<file path="src/rtl/uart_pkg.sv">
// uart_pkg: shared widths and arbiter state encoding for the UART transmit path
package uart_pkg;
  localparam int W_OUT = 24;
  localparam int BITS_PER_WORD = 8;
  typedef enum logic [1:0] {IDLE, OFFER, WAIT_LOW, WAIT_HIGH} tx_arb_state_e;
  function automatic int idx_w(input int n);
    return n > 1 ? $clog2(n) : 1;
  endfunction
endpackage

</file>
<file path="src/rtl/uart_tx_arbiter_if.sv">
// uart_tx_arbiter_if: requester-side and transmitter-side signals of the TX arbiter
interface uart_tx_arbiter_if #(
  parameter int N_REQ = 4,
  parameter int W_OUT = uart_pkg::W_OUT
);
  localparam int SW = uart_pkg::idx_w(N_REQ);
  logic [N_REQ-1:0]       req_valid;
  logic [N_REQ*W_OUT-1:0] req_data;
  logic [N_REQ-1:0]       req_ready;
  logic                   m_valid;
  logic [W_OUT-1:0]       m_data;
  logic                   m_ready;
  logic [SW-1:0]          m_src;
  logic [N_REQ-1:0]       done;
  logic                   busy;
  modport master (
    input  req_valid, req_data, m_ready,
    output req_ready, m_valid, m_data, m_src, done, busy
  );
  modport slave (
    output req_valid, req_data, m_ready,
    input  req_ready, m_valid, m_data, m_src, done, busy
  );
endinterface

</file>
<file path="src/rtl/rr_arbiter.sv">
// rr_arbiter: combinational round-robin pick starting one past the last served index
module rr_arbiter #(
  parameter int N = 4,
  localparam int IW = uart_pkg::idx_w(N)
) (
  input  logic [N-1:0]  req,
  input  logic [IW-1:0] last,
  output logic [N-1:0]  grant,
  output logic [IW-1:0] grant_idx,
  output logic          any
);
  logic [IW-1:0] start;
  logic [N-1:0]  rot;
  logic [IW-1:0] j;
  logic [IW:0]   sum;
  // rotate so the search origin sits at bit 0, then take the lowest set bit
  always_comb begin
    start = (int'(last) == N - 1) ? '0 : last + 1'b1;
    rot = N'({req, req} >> start);
    j = '0;
    for (int k = N - 1; k >= 0; k--) if (rot[k]) j = IW'(k);
    sum = {1'b0, start} + {1'b0, j};
    grant_idx = (int'(sum) >= N) ? IW'(int'(sum) - N) : sum[IW-1:0];
    any = |req;
    grant = any ? N'(1) << grant_idx : '0;
  end
endmodule

</file>
<file path="src/rtl/uart_tx_arbiter.sv">
// uart_tx_arbiter: round-robin sharing of one UART frame transmitter among N_REQ producers
module uart_tx_arbiter #(
  parameter int N_REQ = 4,
  parameter int W_OUT = uart_pkg::W_OUT,
  parameter int BITS_PER_WORD = uart_pkg::BITS_PER_WORD
) (
  input logic clk,
  input logic rstn,
  uart_tx_arbiter_if.master bus
);
  import uart_pkg::*;
  localparam int SW = idx_w(N_REQ);
  if (N_REQ < 1 || W_OUT % BITS_PER_WORD != 0) begin : g_bad_cfg
    $error("uart_tx_arbiter: N_REQ must be >= 1 and W_OUT a multiple of BITS_PER_WORD");
  end
  tx_arb_state_e    state_q, state_d;
  logic [W_OUT-1:0] buf_q, buf_d;
  logic [SW-1:0]    src_q, src_d, last_q, last_d, grant_idx;
  logic [N_REQ-1:0] done_q, done_d, grant;
  logic             any;
  rr_arbiter #(.N(N_REQ)) u_arb (
    .req(bus.req_valid), .last(last_q), .grant(grant), .grant_idx(grant_idx), .any(any)
  );
  always_comb begin
    state_d = state_q;
    buf_d = buf_q;
    src_d = src_q;
    last_d = last_q;
    done_d = '0;
    case (state_q)
      IDLE: if (any) begin
        state_d = OFFER;
        buf_d = bus.req_data[int'(grant_idx)*W_OUT +: W_OUT];
        src_d = grant_idx;
      end
      OFFER: if (bus.m_ready) state_d = WAIT_LOW;
      WAIT_LOW: if (!bus.m_ready) state_d = WAIT_HIGH;
      WAIT_HIGH: if (bus.m_ready) begin
        state_d = IDLE;
        last_d = src_q;
        done_d = N_REQ'(1) << src_q;
      end
      default: state_d = IDLE;
    endcase
  end
  always_ff @(posedge clk or negedge rstn) begin
    if (!rstn) begin
      state_q <= IDLE;
      buf_q <= '0;
      src_q <= '0;
      last_q <= SW'(N_REQ - 1);
      done_q <= '0;
    end else begin
      state_q <= state_d;
      buf_q <= buf_d;
      src_q <= src_d;
      last_q <= last_d;
      done_q <= done_d;
    end
  end
  // the strobe is gated by rstn so no capture is advertised while held in reset
  assign bus.req_ready = (state_q == IDLE && rstn) ? grant : '0;
  assign bus.m_valid = state_q == OFFER;
  assign bus.m_data = buf_q;
  assign bus.m_src = src_q;
  assign bus.done = done_q;
  assign bus.busy = state_q != IDLE;
endmodule

</file>
<file path="src/flat_wrapper.sv">
// flat-port wrapper written by rule: the top's interface ports become plain ports
module uart_tx_arbiter_flat import uart_pkg::*;
#(
  parameter int N_REQ = 4,
  parameter int W_OUT = uart_pkg::W_OUT,
  parameter int BITS_PER_WORD = uart_pkg::BITS_PER_WORD
)
  (clk, rstn, bus_req_valid, bus_req_data, bus_m_ready, bus_req_ready, bus_m_valid, bus_m_data, bus_m_src, bus_done, bus_busy);
  uart_tx_arbiter_if #(.N_REQ(N_REQ), .W_OUT(W_OUT)) bus_i ();
  input logic clk;
  input logic rstn;
  input wire logic [$bits(bus_i.req_valid)-1:0] bus_req_valid;
  input wire logic [$bits(bus_i.req_data)-1:0] bus_req_data;
  input wire logic [$bits(bus_i.m_ready)-1:0] bus_m_ready;
  output wire logic [$bits(bus_i.req_ready)-1:0] bus_req_ready;
  output wire logic [$bits(bus_i.m_valid)-1:0] bus_m_valid;
  output wire logic [$bits(bus_i.m_data)-1:0] bus_m_data;
  output wire logic [$bits(bus_i.m_src)-1:0] bus_m_src;
  output wire logic [$bits(bus_i.done)-1:0] bus_done;
  output wire logic [$bits(bus_i.busy)-1:0] bus_busy;
  assign bus_i.req_valid = bus_req_valid;
  assign bus_i.req_data = bus_req_data;
  assign bus_i.m_ready = bus_m_ready;
  assign bus_req_ready = bus_i.req_ready;
  assign bus_m_valid = bus_i.m_valid;
  assign bus_m_data = bus_i.m_data;
  assign bus_m_src = bus_i.m_src;
  assign bus_done = bus_i.done;
  assign bus_busy = bus_i.busy;
  uart_tx_arbiter #(.N_REQ(N_REQ), .W_OUT(W_OUT), .BITS_PER_WORD(BITS_PER_WORD)) u_core (.clk(clk), .rstn(rstn), .bus(bus_i));
endmodule
</file>
<file path="config.mk">
export PLATFORM = sky130hd
export DESIGN_NAME = uart_tx_arbiter_flat
export DESIGN_NICKNAME = d
export VERILOG_FILES = /design/src/rtl/uart_pkg.sv /design/src/rtl/uart_tx_arbiter_if.sv /design/src/rtl/rr_arbiter.sv /design/src/rtl/uart_tx_arbiter.sv /design/src/flat_wrapper.sv
export SDC_FILE = /design/constraint.sdc
export NUM_CORES = 1
export LEC_CHECK = 0
export CAP_MARGIN = 20
export CORE_MARGIN = 2
export CORE_UTILIZATION = 35
export CTS_CLUSTER_DIAMETER = 30
export DETAILED_ROUTE_END_ITERATION = 12
export GPL_TIMING_DRIVEN = 0
export MAX_ROUTING_LAYER = met4
export PLACE_DENSITY = 0.73
export SYNTH_ARGS = -nofsm -noshare
export SYNTH_HDL_FRONTEND = slang
export SYNTH_SLANG_ARGS = --single-unit
</file>
<file path="constraint.sdc">
create_clock -name clk -period 12.3 [get_ports clk]
set_clock_uncertainty 0.2 [all_clocks]
set_input_delay 3.69 -clock clk [delete_from_list [all_inputs] [get_ports clk]]
set_output_delay 3.69 -clock clk [all_outputs]
set_load 0.05 [all_outputs]
</file>
# After elaboration in Yosys (flattened, before gate mapping)
# Cells that the tools add are included.
word_totals:
  n_memories: 0
  elab_cells: 44
  latchBits: 0
  in_bits: 103
  romBits: 0
  ramBits: 0
  regBits: 34
  output_inout_bits: 36
op_classes:
  muxes: 15
  multipliers: 1
  n_addsub: 3
  bitwise_logic: 0
  reduce_logical: 7
  div_mod_pow: 0
  eq_ne: 8
  order_cmp: 1
  shift: 4
ops:
  columns: ["cell", "n"]
  rows:
  - ["$shiftx A96 B32 Y24", 1]
  - ["$mux W2", 10]
  - ["$mux W4", 4]
  - ["$pmux W2 S4", 1]
  - ["$shl A1 B2 Y4 const A", 2]
  - ["$shr A8 B2 Y4", 1]
  - ["$ne A2 B2 Y1 const B", 3]
  - ["$eq A2 B1 Y1 const B", 2]
  - ["$eq A2 B2 Y1 const B", 2]
  - ["$mul A2 B2 Y4 const B", 1]
  - ["$reduce_and A2 Y1", 2]
  - ["$reduce_and A4 Y1", 1]
  - ["$reduce_or A4 Y1", 1]
  - ["$add A2 B2 Y3", 1]
  - ["$ge A3 B3 Y1 const B", 1]
  - ["$add A2 B1 Y2 const B", 1]
  - ["$logic_not A2 Y1", 1]
  - ["$ne A2 B1 Y1 const B", 1]
  - ["$reduce_bool A2 Y1", 1]
  - ["$sub A2 B1 Y2 const B", 1]
  - ["$logic_and A1 B1 Y1", 1]

# Depth between registers and ports, before layout
logic_depth:
  depth_word: 13
  mapped_depth: 11
  mapped_depth_nobuf: 10

# Hierarchy
# A second synthesis with hierarchy kept.
unflattened:
  cells_unflattened: 217
  hier_area_um2: 2361.0
modules_own_cells:
  columns: ["module", "area_per_inst_um2", "seq_area_each_um2", "cells_per_inst", "instances"]
  rows:
  - ["uart_tx_arbiter", 2079.5, 853.3, 177, 1]
  - ["rr_arbiter", 281.5, 0.0, 40, 1]

# Worst setup path before layout
# Ideal clock, no wire load.
synth_path:
  path_type: "input port to output port"
  from: "in bus_req_valid[0]"
  to: "out bus_req_ready[2]"
  path_stages: 10
  t_required_ps: 8410
  path_slack_ps: 1977
  arrival_ps: 6433
  path_buffers: 2
  path_cell_list: "buf_2 > nand2b_1 > a21oi_1 > nor2_1 > o31a_1 > ha_1 > nor4_4 > buf_6 > nor2_1 > nor3_1"
synth_via:
  elab_chain_cells: 11
  word_cells_on_any_way: 13
  cone_classes: "add/sub: 2; order compare: 1; shift: 2; mux: 7; reduce/logical: 1"
synth_lines:
  columns: ["element", "line_no", "rtl"]
  rows:
  - ["from (decl)", "flat_wrapper.sv:12", "input wire logic [$bits(bus_i.req_valid)-1:0] bus_req_valid;"]
  - ["$shr A8 B2 Y4", "rr_arbiter.sv:19", "rot = N'({req, req} >> start);"]
  - ["$mux W2 (4 in a row)", "rr_arbiter.sv:21", "for (int k = N - 1; k >= 0; k--) if (rot[k]) j = IW'(k);"]
  - ["$add A2 B2 Y3", "rr_arbiter.sv:22", "sum = {1'b0, start} + {1'b0, j};"]
  - ["$ge A3 B3 Y1 or $sub A2 B1 Y2 (tied branches)", "rr_arbiter.sv:23", "grant_idx = (int'(sum) >= N) ? IW'(int'(sum) - N) : sum[IW-1:0];"]
  - ["$mux W2", "rr_arbiter.sv:23", null]
  - ["$shl A1 B2 Y4", "rr_arbiter.sv:25", "grant = any ? N'(1) << grant_idx : '0;"]
  - ["$mux W4 (*)", "rr_arbiter.sv:25", null]
  - ["$mux W4 (*)", "uart_tx_arbiter.sv:62", "assign bus.req_ready = (state_q == IDLE && rstn) ? grant : '0;"]
  - ["to (decl)", "flat_wrapper.sv:15", "output wire logic [$bits(bus_i.req_ready)-1:0] bus_req_ready;"]
# Every way passes the cells marked *; elsewhere a longest branch is shown, timed or not.

# Final worst setup path
layout_path:
  from: "in bus_req_valid[1]"
  to: "out bus_req_ready[3]"
layout_via:
  elab_chain_cells: 11
  word_cells_on_any_way: 13
  cone_classes: "add/sub: 2; order compare: 1; shift: 2; mux: 7; reduce/logical: 1"
layout_lines:
  columns: ["element", "line_no", "rtl"]
  rows:
  - ["$shr A8 B2 Y4 (*)", "rr_arbiter.sv:19", null]
  - ["$mux W2 (3 in a row)", "rr_arbiter.sv:21", null]
  - ["$mux W2 (*)", "rr_arbiter.sv:21", null]
  - ["$add A2 B2 Y3 (*)", "rr_arbiter.sv:22", null]
  - ["$ge A3 B3 Y1 or $sub A2 B1 Y2 (tied branches)", "rr_arbiter.sv:23", null]
  - ["$mux W2 (*)", "rr_arbiter.sv:23", null]
  - ["via u_core.grant_idx[0]", "uart_tx_arbiter.sv:18", "logic [SW-1:0] src_q, src_d, last_q, last_d, grant_idx;"]
  - ["$shl A1 B2 Y4 (*)", "rr_arbiter.sv:25", null]
  - ["$mux W4 (*)", "rr_arbiter.sv:25", null]
  - ["$mux W4 (*)", "uart_tx_arbiter.sv:62", null]
# Mark *: on every way through the listed nets, which the timed path passes. The rest lies on a longest branch.

==> impl_metrics.env <==
export IMPL_synth_top_cells_by_area="dfrtp_1 32%, nor2b_1 12%, a221oi_1 8.3%, o31ai_1 7.4%, a2111oi_1 6.7%"
export IMPL_slowest_delay_ns=0.81
export IMPL_drc_errors=0
export IMPL_routed_via_density=5.23
export IMPL_pwr_density_cell_nw_per_um2=320
export IMPL_rows=31
export IMPL_end_kind="primary output"
export IMPL_nFillCells=673
export IMPL_tns_ns=0
export IMPL_fin_crit_sh_pct=90.1
export IMPL_grtUsageTotal_pct=22.0
export IMPL_synth_avg_cell_area_um2=9.11
export IMPL_routabilityCongestion=0.844
export IMPL_layout_nets=532
export IMPL_p_int_uw=586
export IMPL_hold_path_class="register to register"
export IMPL_postCtsSetupRepairBufs=0
export IMPL_detail_route_wl_per_cell_um=16.1
export IMPL_syn_nets=388
export IMPL_initial_utilization_pct=35.5
export IMPL_yosys_warnings=0
export IMPL_grt_pass1_wl_mm=13.0
export IMPL_yosysTopAreaCell="dfrtp_1"
export IMPL_hold_viol=0
export IMPL_grt_start_max_net_pins=37
export IMPL_antenna_left=0
export IMPL_maxCapViolations=0
export IMPL_worst_slew_pin_slew_ns=0.807
export IMPL_io_pins=139
export IMPL_synth_area_um2=2530
export IMPL_cts_clk_slew_worst_paths_ns=0.07
export IMPL_power_frac_comb_pct=78.6
export IMPL_cp_slowest_cell="clkdlybuf4s50_1"
export IMPL_worstPathMaxFanout=10
export IMPL_reg2reg_from="u_core.last_q[0]"
export IMPL_finalCriticalPeriod_ns=11.08
export IMPL_grt_pass1_vias=2724
export IMPL_crit_family="buffers and inverters"
export IMPL_crit_buf_inv=5
export IMPL_dp_hpwl_mm=6.56
export IMPL_cts_sinks=34
export IMPL_cts_tree="done"
export IMPL_power_leakage_uw=0.00155
export IMPL_die_area_um2=7940
export IMPL_r2r_cells=11
export IMPL_netlist_instances=278
export IMPL_clock_latency_ns=0.28
export IMPL_coreArea_um2=7140
export IMPL_fp_dieW_um=89.1
export IMPL_use_met1_pct=27.2
export IMPL_path_cells="clkdlybuf4s50_1 -> nor2b_1 -> a21oi_1 -> nor2_1 -> o31a_1 -> ha_1 -> clkbuf_1 -> buf_2 -> clkbuf_1 -> nand3_1 -> nor2_1 -> clkdlybuf4s50_1"
export IMPL_antenna_found_initial=0
export IMPL_hold_depth=2
export IMPL_ir_drop_v=0.000122
export IMPL_drtIter0Drc=63
export IMPL_numCtsBuffers=5
export IMPL_rsz0062_at_grt="no"
export IMPL_relSlewSlack_pct=46.2
export IMPL_wl_mm=8.38
export IMPL_start_kind="input port"
export IMPL_worst_hold_slack_ns=0.277
export IMPL_sw_frac_of_total_pct=55.4
export IMPL_layout_drive_gt1_share_pct=7.80
export IMPL_use_met2_pct=36.2
export IMPL_dr_total_vias=2728
export IMPL_ys_ff_latch=34
export IMPL_worstPathArrival_ns=7.19
export IMPL_ys_seq_area_share_pct=33.7
export IMPL_die_h_um=89.1
export IMPL_met3_usage_pct=3.97
export IMPL_cts_resized=0
export IMPL_fmax_mhz=90.3
export IMPL_clockBufferDepth=2
export IMPL_setup_viol=0
export IMPL_crit_type="input port to primary output"
export IMPL_clockRootBuffer="clkbuf_8"
export IMPL_cp_required_ns=8.41
export IMPL_hold_buffers=0
export IMPL_cp_depth=12
export IMPL_pwr_share_seq_pct=15.3
export IMPL_clkPwrFrac_pct=6.1
export IMPL_grt_overflow=0
export IMPL_drtPass1Iterations=4
export IMPL_area_growth_pct=62.1
export IMPL_htreeDepth=2
export IMPL_netlist_area_leader_share_pct=31.6
export IMPL_grt_busiest_layer="met2"
export IMPL_worstHoldStart="u_core.bus.m_data[21]"
export IMPL_place_port_buffers=137
export IMPL_netlist_cell_type_count=36
export IMPL_switchingPower_uw=728
export IMPL_slew_viol_final=0
export IMPL_antenna_diode_count=0
export IMPL_crit_start="bus_req_valid[1]"
export IMPL_status="finished clean"
-- per-stage QoR --
step	setup slack (ns)	cell area [um^2]	util (%)	instances	total power (uW)
finish	1.22	4110	57.5	522	1310
global route	0.966	4110	57.5	522	1420
CTS	1.19	4110	57.5	522	1320
detailed placement	1.18	4020	56.4	514	1240
global placement	1.19	4030	56.5	514	1220
floorplan	1.98	2530	-	278	935
-- metal layers --
metal / share of wire [%] / vias up
met4: 1.5 / 0
met5: 0 / -
met2: 48 / 119
met1: 45 / 1258
li1: - / 1341
met3: 6.2 / 10
-- power groups by stage --
stage | logic (uW) | registers [uW] | clock network [uW]
after floorplan | 587 | 348 | 0
after global placement | 1010 | 201 | 0
after detailed placement | 1040 | 202 | 0
after CTS | 1040 | 201 | 83.1
after global routing | 1130 | 208 | 87.7
final | 1030 | 201 | 80.5
-- tightest hold or removal path, delay by kind of cell (launching register included) --
kind | cells | cell delay (ns)
AOI/OAI and AO/OA | 1 | 0.05
DFF | 1 | 0.34
and+or+nand+nor | 1 | 0.05
-- synthesized netlist by cell type, drive strengths merged --
cell,instances
dfrtp,32
o22ai,1
clkbuf,12
and2,2
nor4,1
inv,7
nand2,37
nand3,2
o22a,1
nor2b,49
nand4,1
dfstp,2
or3b,1
buf,13
a221oi,24
or3,1
o21ai,7
nand2b,1
nor3,5
o31ai,26
o221ai,1
a21oi,3
ha,7
o31a,1
nor2,12
o21a,3
a2111oi,24
a2bb2oi,1
a31oi,1
-- layout make-up --
cell class	count	area (um^2)	area share [%]
Tap cell	99	124	3.02
Clock buffer	6	72.6	1.77
Multi-Input combinational cell	212	1510	36.7
Inverter	7	26.3	0.640
Timing Repair Buffer	137	1370	33.3
Buffer	25	146	3.56
Sequential cell	34	853	20.8
Clock inverter	2	10.0	0.244
-- flip-flops by register name, indices dropped and copies added (netlist names) --
name and cells:
u_core.bus.done 4, u_core.state_q 2, u_core.last_q 2, u_core.bus.m_data 24
u_core.bus.m_src 2
-- layout by cell type (no fill, tap or decap), types with 7 or more instances in the layout --
cell | netlist | final
clkdlybuf4s50_1 | 0 | 136
nor2b_1 | 49 | 49
nand2_1 | 37 | 37
dfrtp_1 | 32 | 32
o31ai_1 | 25 | 25
a221oi_1 | 24 | 24
a2111oi_1 | 17 | 17
clkbuf_1 | 12 | 13
nor2_1 | 11 | 11
buf_2 | 6 | 7
inv_1 | 7 | 7
a2111oi_0 | 7 | 7
ha_1 | 7 | 7
-- cell families after synthesis --
group,after synthesis,synth area share (%)
AO/OA/AOI/OAI,93,32.0
adder cells (fa/ha/maj),7,3.46
buffers and inverters,32,6.81
flip-flops,34,33.7
AND/OR/NAND/NOR,112,24.0
-- final timing paths --
| kind | to | slack (ns) |
|---|---|---|
| worst max-delay path | bus_req_ready[3] | 1.22 |
| worst min-delay path | u_core.bus.m_data[21] | 0.28 |
| worst max register to register | u_core.bus.m_data[19] | 8.61 |
| worst min register to register | u_core.bus.m_data[21] | 0.28 |
| max in group asynchronous | u_core.bus.m_data[4] | 8.09 |
| min in group asynchronous | u_core.bus.m_data[11] | 3.29 |
Note: power is estimated with default switching activity, not from simulation.
